==> src/rtl/parametrik_cift_port_ram_if.sv <==
// Write and read port bundle for parametrik_cift_port_ram.
// The master side drives write/read requests; the slave side (the RAM)
// returns read data, its valid flag, the ready flag and the error pulse.
interface parametrik_cift_port_ram_if #(
    parameter int ADDR_WIDTH = 4,
    parameter int DATA_WIDTH = 16
);
    logic                      yaz_en;
    logic [ADDR_WIDTH-1:0]     yaz_addr;
    logic [DATA_WIDTH-1:0]     yaz_data;
    logic [DATA_WIDTH/8-1:0]   yaz_be;
    logic                      oku_en;
    logic [ADDR_WIDTH-1:0]     oku_addr;
    logic [DATA_WIDTH-1:0]     oku_data;
    logic                      oku_gecerli;
    logic                      hazir;
    logic                      hata;

    modport master (
        output yaz_en, yaz_addr, yaz_data, yaz_be, oku_en, oku_addr,
        input  oku_data, oku_gecerli, hazir, hata
    );

    modport slave (
        input  yaz_en, yaz_addr, yaz_data, yaz_be, oku_en, oku_addr,
        output oku_data, oku_gecerli, hazir, hata
    );
endinterface

==> src/rtl/parametrik_cift_port_ram.sv <==
// Single-clock dual-port RAM: one write port with byte enables, one read
// port with a valid-qualified output and a selectable latency of 1 or 2.
// After reset the memory is optionally zeroed one word per cycle before
// the ports start accepting requests.
module parametrik_cift_port_ram #(
    parameter int ADDR_WIDTH     = 4,
    parameter int DATA_WIDTH     = 16,
    parameter int DEPTH          = 16,
    parameter int OUT_REG        = 0,
    parameter int RW_MODE        = 0,
    parameter int CLEAR_ON_RESET = 1
) (
    input logic                     clk,
    input logic                     rst,
    parametrik_cift_port_ram_if.slave bus
);

    localparam int                  BE_W    = DATA_WIDTH / 8;
    localparam logic [ADDR_WIDTH:0] DEPTH_W = (ADDR_WIDTH + 1)'(DEPTH);
    localparam logic [ADDR_WIDTH:0] SON_ADR = (ADDR_WIDTH + 1)'(DEPTH - 1);

    typedef enum logic {
        TEMIZLE,
        HAZIR
    } durum_t;

    durum_t                  durum;
    durum_t                  sonraki_durum;
    logic [ADDR_WIDTH:0]     cnt;
    logic [ADDR_WIDTH:0]     sonraki_cnt;
    logic                    hazir_q;

    logic [DATA_WIDTH-1:0]   mem [DEPTH];

    logic                    yaz_aralikta;
    logic                    oku_aralikta;
    logic                    yaz_kabul;
    logic                    oku_kabul;
    logic                    hatali;
    logic [DATA_WIDTH-1:0]   eski_kelime;
    logic [DATA_WIDTH-1:0]   birlesik;
    logic [DATA_WIDTH-1:0]   oku_kelime;

    logic                    a_v;
    logic [DATA_WIDTH-1:0]   a_d;
    logic                    a_hata;
    logic                    b_v;
    logic [DATA_WIDTH-1:0]   b_d;
    logic                    cikis_v;
    logic [DATA_WIDTH-1:0]   cikis_d;
    logic                    oku_gecerli_q;
    logic [DATA_WIDTH-1:0]   oku_data_q;
    logic                    hata_q;

    // Request qualification: only a ready RAM accepts, addresses past DEPTH are flagged
    always_comb begin
        yaz_aralikta = ({1'b0, bus.yaz_addr} < DEPTH_W);
        oku_aralikta = ({1'b0, bus.oku_addr} < DEPTH_W);
        yaz_kabul    = hazir_q && bus.yaz_en && yaz_aralikta;
        oku_kabul    = hazir_q && bus.oku_en;
        hatali       = hazir_q && ((bus.yaz_en && !yaz_aralikta) ||
                                   (bus.oku_en && !oku_aralikta));
    end

    // Merge the write data into the stored word lane by lane
    always_comb begin
        eski_kelime = mem[bus.yaz_addr];
        birlesik    = eski_kelime;
        for (int i = 0; i < BE_W; i++) begin
            if (bus.yaz_be[i]) begin
                birlesik[8*i +: 8] = bus.yaz_data[8*i +: 8];
            end
        end
    end

    // Read word selection: zero when out of range, bypass the merged word in write-first mode
    always_comb begin
        oku_kelime = '0;
        if (oku_aralikta) begin
            if ((RW_MODE != 0) && yaz_kabul && (bus.yaz_addr == bus.oku_addr)) begin
                oku_kelime = birlesik;
            end else begin
                oku_kelime = mem[bus.oku_addr];
            end
        end
    end

    // Clear/ready state register with the clear counter
    always_ff @(posedge clk) begin
        if (rst) begin
            durum   <= (CLEAR_ON_RESET != 0) ? TEMIZLE : HAZIR;
            cnt     <= '0;
            hazir_q <= 1'b0;
        end else begin
            durum   <= sonraki_durum;
            cnt     <= sonraki_cnt;
            hazir_q <= (sonraki_durum == HAZIR);
        end
    end

    // Next state: step through every word while clearing, then stay ready
    always_comb begin
        sonraki_durum = durum;
        sonraki_cnt   = cnt;
        case (durum)
            TEMIZLE: begin
                if (cnt == SON_ADR) begin
                    sonraki_durum = HAZIR;
                end else begin
                    sonraki_cnt = cnt + (ADDR_WIDTH + 1)'(1);
                end
            end
            HAZIR: begin
                sonraki_durum = HAZIR;
            end
            default: begin
                sonraki_durum = HAZIR;
            end
        endcase
    end

    // Memory array: clear writes while clearing, byte-merged user writes once ready
    always_ff @(posedge clk) begin
        if (!rst) begin
            if (durum == TEMIZLE) begin
                mem[cnt[ADDR_WIDTH-1:0]] <= '0;
            end else if (yaz_kabul) begin
                mem[bus.yaz_addr] <= birlesik;
            end
        end
    end

    // Read pipeline: capture stage, optional extra stage, then the held output register
    always_ff @(posedge clk) begin
        if (rst) begin
            a_v           <= 1'b0;
            a_d           <= '0;
            a_hata        <= 1'b0;
            b_v           <= 1'b0;
            b_d           <= '0;
            oku_gecerli_q <= 1'b0;
            oku_data_q    <= '0;
            hata_q        <= 1'b0;
        end else begin
            a_v    <= oku_kabul;
            a_hata <= hatali;
            if (oku_kabul) begin
                a_d <= oku_kelime;
            end
            b_v <= a_v;
            if (a_v) begin
                b_d <= a_d;
            end
            oku_gecerli_q <= cikis_v;
            if (cikis_v) begin
                oku_data_q <= cikis_d;
            end
            hata_q <= a_hata;
        end
    end

    // Pick which pipeline stage feeds the output register
    always_comb begin
        cikis_v = (OUT_REG != 0) ? b_v : a_v;
        cikis_d = (OUT_REG != 0) ? b_d : a_d;
    end

    assign bus.oku_data    = oku_data_q;
    assign bus.oku_gecerli = oku_gecerli_q;
    assign bus.hazir       = hazir_q;
    assign bus.hata        = hata_q;

endmodule

==> src/flat_wrapper.sv <==
// flat-port wrapper written by rule: the top's interface ports become plain ports
module parametrik_cift_port_ram_flat 
#(
    parameter int ADDR_WIDTH     = 4,
    parameter int DATA_WIDTH     = 16,
    parameter int DEPTH          = 16,
    parameter int OUT_REG        = 0,
    parameter int RW_MODE        = 0,
    parameter int CLEAR_ON_RESET = 1
)
  (clk, rst, bus_yaz_en, bus_yaz_addr, bus_yaz_data, bus_yaz_be, bus_oku_en, bus_oku_addr, bus_oku_data, bus_oku_gecerli, bus_hazir, bus_hata);
  parametrik_cift_port_ram_if #(.ADDR_WIDTH(ADDR_WIDTH), .DATA_WIDTH(DATA_WIDTH)) bus_i ();
  input logic clk;
  input logic rst;
  input wire logic [$bits(bus_i.yaz_en)-1:0] bus_yaz_en;
  input wire logic [$bits(bus_i.yaz_addr)-1:0] bus_yaz_addr;
  input wire logic [$bits(bus_i.yaz_data)-1:0] bus_yaz_data;
  input wire logic [$bits(bus_i.yaz_be)-1:0] bus_yaz_be;
  input wire logic [$bits(bus_i.oku_en)-1:0] bus_oku_en;
  input wire logic [$bits(bus_i.oku_addr)-1:0] bus_oku_addr;
  output wire logic [$bits(bus_i.oku_data)-1:0] bus_oku_data;
  output wire logic [$bits(bus_i.oku_gecerli)-1:0] bus_oku_gecerli;
  output wire logic [$bits(bus_i.hazir)-1:0] bus_hazir;
  output wire logic [$bits(bus_i.hata)-1:0] bus_hata;
  assign bus_i.yaz_en = bus_yaz_en;
  assign bus_i.yaz_addr = bus_yaz_addr;
  assign bus_i.yaz_data = bus_yaz_data;
  assign bus_i.yaz_be = bus_yaz_be;
  assign bus_i.oku_en = bus_oku_en;
  assign bus_i.oku_addr = bus_oku_addr;
  assign bus_oku_data = bus_i.oku_data;
  assign bus_oku_gecerli = bus_i.oku_gecerli;
  assign bus_hazir = bus_i.hazir;
  assign bus_hata = bus_i.hata;
  parametrik_cift_port_ram #(.ADDR_WIDTH(ADDR_WIDTH), .DATA_WIDTH(DATA_WIDTH), .DEPTH(DEPTH), .OUT_REG(OUT_REG), .RW_MODE(RW_MODE), .CLEAR_ON_RESET(CLEAR_ON_RESET)) u_core (.clk(clk), .rst(rst), .bus(bus_i));
endmodule
==> config.mk <==
export PLATFORM = sky130hd
export DESIGN_NAME = parametrik_cift_port_ram_flat
export DESIGN_NICKNAME = d
export VERILOG_FILES = /design/src/rtl/parametrik_cift_port_ram_if.sv /design/src/rtl/parametrik_cift_port_ram.sv /design/src/flat_wrapper.sv
export SDC_FILE = /design/constraint.sdc
export NUM_CORES = 1
export LEC_CHECK = 0
export ABC_AREA = 1
export CAP_MARGIN = 20
export CORE_MARGIN = 2
export CORE_UTILIZATION = 40
export DETAILED_ROUTE_END_ITERATION = 10
export GPL_ROUTABILITY_DRIVEN = 1
export SLEW_MARGIN = 20
export SYNTH_ARGS = -nofsm -noshare
export SYNTH_HDL_FRONTEND = slang
export SYNTH_SLANG_ARGS = --single-unit
==> constraint.sdc <==
create_clock -name clk -period 2 [get_ports clk]
set_input_delay 0.4 -clock clk [delete_from_list [all_inputs] [get_ports clk]]
set_output_delay 0.4 -clock clk [all_outputs]
set_load 0.03 [all_outputs]
# Word-level counts from Yosys, hierarchy flattened

Memory sizes are Yosys's and may differ from the RTL's. A register that Yosys moved wholly into a read port is not among the register bits.
Index checks and enable logic that the tools add are counted.

Flip-flop bits (word level): 24
Bits in writable memories: 256
Input port bits: 30
Output and inout port bits: 19
Memories kept: 1

$add $sub $neg: 1
Equal/unequal tests: 3
Mux-type cells: 14
Bitwise gates (word level): 2
Reductions and logical operators: 6

Memory list:

| memory     | depth | bits a word | read ports | clocked after Yosys merged registers in | write ports | RTL line                       | text |
|---|---|---|---|---|---|---|---|
| u_core.mem | 16    | 16          | 1          | 1                                       | 1           | parametrik_cift_port_ram.sv:33 | `logic [DATA_WIDTH-1:0] mem [DEPTH];` |

Operator list:

| kind                  | number |
|---|---|
| $mux W16              | 1 |
| $mux W8               | 2 |
| $reduce_or A16 Y1     | 1 |
| $mux W1               | 8 |
| $reduce_and A2 Y1     | 3 |
| $add A5 B1 Y5 const B | 1 |
| $eq A5 B4 Y1 const B  | 1 |
| $mux W4               | 1 |
| $logic_and A1 B1 Y1   | 2 |
| $mux W2               | 1 |
| $ne A1 B1 Y1 const B  | 2 |
| $not A1 Y1            | 2 |
| $pmux W1 S2           | 1 |

# Depth between registers and ports, before layout

Word-level depth: 8
Gate-level depth with buffers: 11
Depth with buffers taken out: 10

# Least setup slack after synthesis

No wires, ideal clock.

Path type: reg2reg
Start: reg u_core.durum
End: mem u_core.mem[14][10] (enable)
Setup time: 0.370 ns
Data arrival time: 1.744 ns
Slack: -0.115 ns
Cell stages (with the launch flop): 10
Period minus slack after synthesis: 2.115 ns
Cells stage by stage: dfxtp_1 nand2_1 nor2_2 o21ai_2 buf_6 nand2_2 o21ai_2 nor2_4 nand2_1 nor2_1

Longest elaborated chain between the ends: 8
Elaborated cells between the ends (all ways): 13
Those cells by class: mux: 9; reduce/logical: 4

Ends and longest elaborated chain:

| what                                                | RTL line                        | text |
|---|---|---|
| from (decl)                                         | parametrik_cift_port_ram.sv:27  | `durum_t durum;` |
| from (signal assigned)                              | parametrik_cift_port_ram.sv:91  | `durum <= (CLEAR_ON_RESET != 0) ? TEMIZLE : HAZIR;` |
| from (signal assigned)                              | parametrik_cift_port_ram.sv:95  | `durum <= sonraki_durum;` |
| $logic_and A1 B1 Y1                                 | n/a                             |  |
| $mux W1                                             | n/a                             |  |
| $mux W1                                             | parametrik_cift_port_ram.sv:125 | `if (durum == TEMIZLE) begin` |
| $mux W1                                             | parametrik_cift_port_ram.sv:124 | `if (!rst) begin` |
| $mux W1 (implied by the code)                       | parametrik_cift_port_ram.sv:128 | `mem[bus.yaz_addr] <= birlesik;` |
| $reduce_and A2 Y1 (no source line)                  | n/a                             |  |
| $reduce_or A16 Y1 (no source line)                  | n/a                             |  |
| $mux W4 (no source line) or $mux W2 (tied branches) | n/a                             |  |
| to (decl)                                           | parametrik_cift_port_ram.sv:33  |  |

Parallel ways exist; a longest one is shown, timed or not.

# Worst setup path in the final report

Start: reg u_core.oku_data_q[14] (netlist: u_core.bus.oku_data[14])
End: out bus_oku_data[14]

RTL lines:

| what                   | RTL line                        | text |
|---|---|---|
| from (decl)            | parametrik_cift_port_ram.sv:52  | `logic [DATA_WIDTH-1:0] oku_data_q;` |
| from (signal assigned) | parametrik_cift_port_ram.sv:156 | `oku_data_q <= cikis_d;` |
| to (decl)              | flat_wrapper.sv:21              | `output wire logic [$bits(bus_i.oku_data)-1:0] bus_oku_data;` |

No word-level cell between the ends.

==> impl_metrics.py <==
metrics = {
    "run_status": {
        "outcome": "finished, final reports clean",
    },
    "yosys": {
        "syn_area_um2": 12190,
        "synth_top_area_frac": 0.6306,
        "ys_seq_area_frac": 0.6963,
        "syn_inst": 1151,
        "synth.largest_area_cell": "edfxtp_1",
        "yosys_warnings": 0,
        "synthFlopType": "edfxtp_1",
        "synth_area_leaders": "edfxtp_1 (63%), nand2_1 (11%), nand3_1 (8.6%)",
        "synthDistinctLibCells": 25,
        "ys_ff_latch": 296,
        "async_flop_share": 0,
        "synth_edf_count": 256,
        "syn_nets": 1183,
        "synth.avg_cell_area_um2": 10.59,
    },
    "min_path": {
        "hold_path_class": "reg2reg",
        "hold_depth": 2,
    },
    "timing": {
        "hold_violations": 0,
        "max_clock_freq_mhz": 511.3,
        "finalMaxSlewViolations": 0,
        "worst_slack_ns": 0.04410,
        "post-route-period-util": 0.9780,
        "min_period_ns": 1.956,
        "rsz0062_at_grt": "true",
        "setup-violations-final": 0,
        "finalClockSkew_ns": 0.01564,
        "tightest_slew_ns": 0.5643,
        "hold_slack_ns": 0.4565,
        "maxSlewHeadroom": 0.6234,
    },
    "die": {
        "ios": 49,
        "die_height_um": 178.6,
        "row_count": 63,
        "initial_utilization": 0.4091,
        "die_w_um": 178.6,
        "core-area_um2": 29800,
        "dieArea_um2": 31890,
    },
    "cts": {
        "cts.hold.buffers_added": 0,
        "clock_path_buffers": 3,
        "htree_levels": 1,
        "cts-buffers-inserted": 29,
        "cts_tree": "done",
        "insertion_delay_ns": 0.56,
        "cts_sinks": 296,
        "cts_root_buf": "clkbuf_16",
        "clkTransAtPathRegs_ns": 0.06,
    },
    "drt": {
        "antenna_left": 0,
        "via_per_inst": 5.041,
        "drt_iter0_drc": 729,
        "drc": 0,
        "postRouteWirelength_um": 30410,
        "drt_first_pass_iters": 5,
        "num_vias": 8348,
        "wire_per_inst_um": 18.36,
    },
    "final_layout": {
        "syn2layout_area_growth_pct": 22.66,
        "layout.cells.non_filler": 1656,
        "diodes": 0,
        "fill_cells": 2641,
        "seq_area_um2": 8488,
        "multi_input_area_um2": 3297,
        "drive_above_1_share": 0.1430,
        "nNetsFinal": 1275,
        "finalCoreUtilization": 0.5018,
    },
    "global_route": {
        "grt-ovfl-total": 0,
        "grtUsageTotal": 0.1968,
        "grt_pass1_wl_um": 47310,
        "grt_antenna_before_repair": 0,
        "grt_pass1_vias": 8457,
        "grt_max_degree": 65,
    },
    "worst_setup_path": {
        "crit_family": "buffers and inverters",
        "path_depth": 1,
        "worstPathCellList": "clkdlybuf4s50_1",
        "cp_num_buf_inv": 1,
        "crit_path_max_fanout": 2,
        "cp_slowest_cell": "clkdlybuf4s50_1",
        "arrival_ns": 1.56,
        "crit_type": "reg2out",
        "reg2reg_depth": 10,
        "critPathMaxStageDelay_ns": 0.68,
        "worst_ep_required_time_ns": 1.60,
        "startpoint_type": "flop",
        "critPathCaptureType": "output port",
    },
    "placed_design": {
        "dp_cells": 1601,
        "place_congestion": 0.8678,
        "place.port_buffers": 47,
        "hpwl_um": 19800,
        "pre_cts_slack_ns": -0.4682,
    },
    "power_and_ir_drop": {
        "leakagePower_uw": 0.005902,
        "vdd_ir_drop_max_uv": 595.3,
        "powerDensity_nw_per_um2": 865.4,
    },
    "flow_run": {
        "cap_viol_max_count": 0,
    },
}
area by class of cell:
cell class,count,area share
multi-input combinational,732,0.2205
tap,390,0.03263
sequential,296,0.5677
clock buffer,31,0.04903
timing repair buffer,127,0.1004
clock inverter,23,0.01540
inverter,57,0.01439
placed cells by master, fill, tap and decap left out, types with 13 or more instances in the layout:
cell / count
edfxtp_1: 256
nand3_1: 209
nor2_1: 81
o21ai_0: 21
dfxtp_1: 40
clkdlybuf4s50_1: 37
nand2_2: 14
buf_4: 41
nand2_1: 353
clkbuf_16: 29
a21oi_1: 13
nor2_2: 15
buf_12: 31
inv_1: 54
where the power goes:
group | internal, uW | switching, uW | leakage, uW
logic | 269 | 499 | 0.00272
registers | 6690 | 21.0 | 0.00271
clock network | 3180 | 2280 | 0.000470
kinds of logic after synthesis:
kind of cell | Yosys count | synth area share
AO/OA/AOI/OAI | 44 | 0.02166
buffers and inverters | 123 | 0.04270
AND/OR/NAND/NOR | 685 | 0.2370
adder cells (fa/ha/maj) | 2 | 0.002052
flip-flops | 296 | 0.6963
other | 1 | 0.0003076
what timing repair did:
| item | in CTS | in global routing |
|---|---|---|
| setup buffers | 0 | 1 |
| setup endpoints to repair | 1 | 245 |
| pin swaps | 0 | 3 |
| resized for setup | 1 | 37 |
| gates cloned | 0 | 0 |
synthesized netlist by cell type (4+ instances only):
cell and instances:
nand2_2 5, nor2_2 5, edfxtp_1 256, o21ai_0 21
a21oi_1 13, dfxtp_1 40, nor2_4 4, o21ai_2 5
nand2_1 362, nand3_1 209, buf_1 5, inv_1 55
buf_2 38, clkbuf_1 21, nor2_1 99
flip-flops by register name, indices dropped and copies added, names as in the netlist:
register                count
u_core.a_d                 16
u_core.bus.oku_gecerli      1
u_core.bus.oku_data        16
u_core.durum                1
u_core.a_v                  1
u_core.cnt                  5
u_core.mem                256
worst reg2reg max path, cell delays in order, from the launching register on:
cell and delay [ns]:
dfxtp_1 0.34, nand2_1 0.09, nor2_4 0.12, o21ai_4 0.13
buf_4 0.18, nand2_2 0.07, o21ai_4 0.08, nor2_4 0.20
nand2_1 0.13, nor2_2 0.15, buf_12 0.14
worst paths after layout:
kind | to | startpoint | slack, ns
setup / recovery | bus_oku_data[14] | u_core.bus.oku_data[14] | 0.04
hold / removal | u_core.bus.oku_data[1] | u_core.a_d[1] | 0.46
setup reg to reg | u_core.mem[9][14] | u_core.durum | 0.09
hold reg to reg | u_core.bus.oku_data[1] | u_core.a_d[1] | 0.46
per-layer routing:
| layer | GRT usage | wire (um) | vias up |
|---|---|---|---|
| met3 | 0.02344 | 1650 | 59 |
| met1 | 0.2518 | 12350 | 3983 |
| li1 | - | - | 4057 |
| met2 | 0.3443 | 15420 | 249 |
| met5 | 0 | 0 | - |
| met4 | 0.07080 | 984 | 0 |
per-stage QoR:
step                      power, uW  instance area [um^2]  setup TNS [ns]
after floorplan                7299                 12230          -16.02
after global placement         7596                 13860         -110.27
after detailed placement       7600                 13860         -108.59
after CTS                     13030                 14820               0
after global routing          13360                 14950          -2.939
final                         12940                 14950               0
Power figures use the tool's default switching activity.
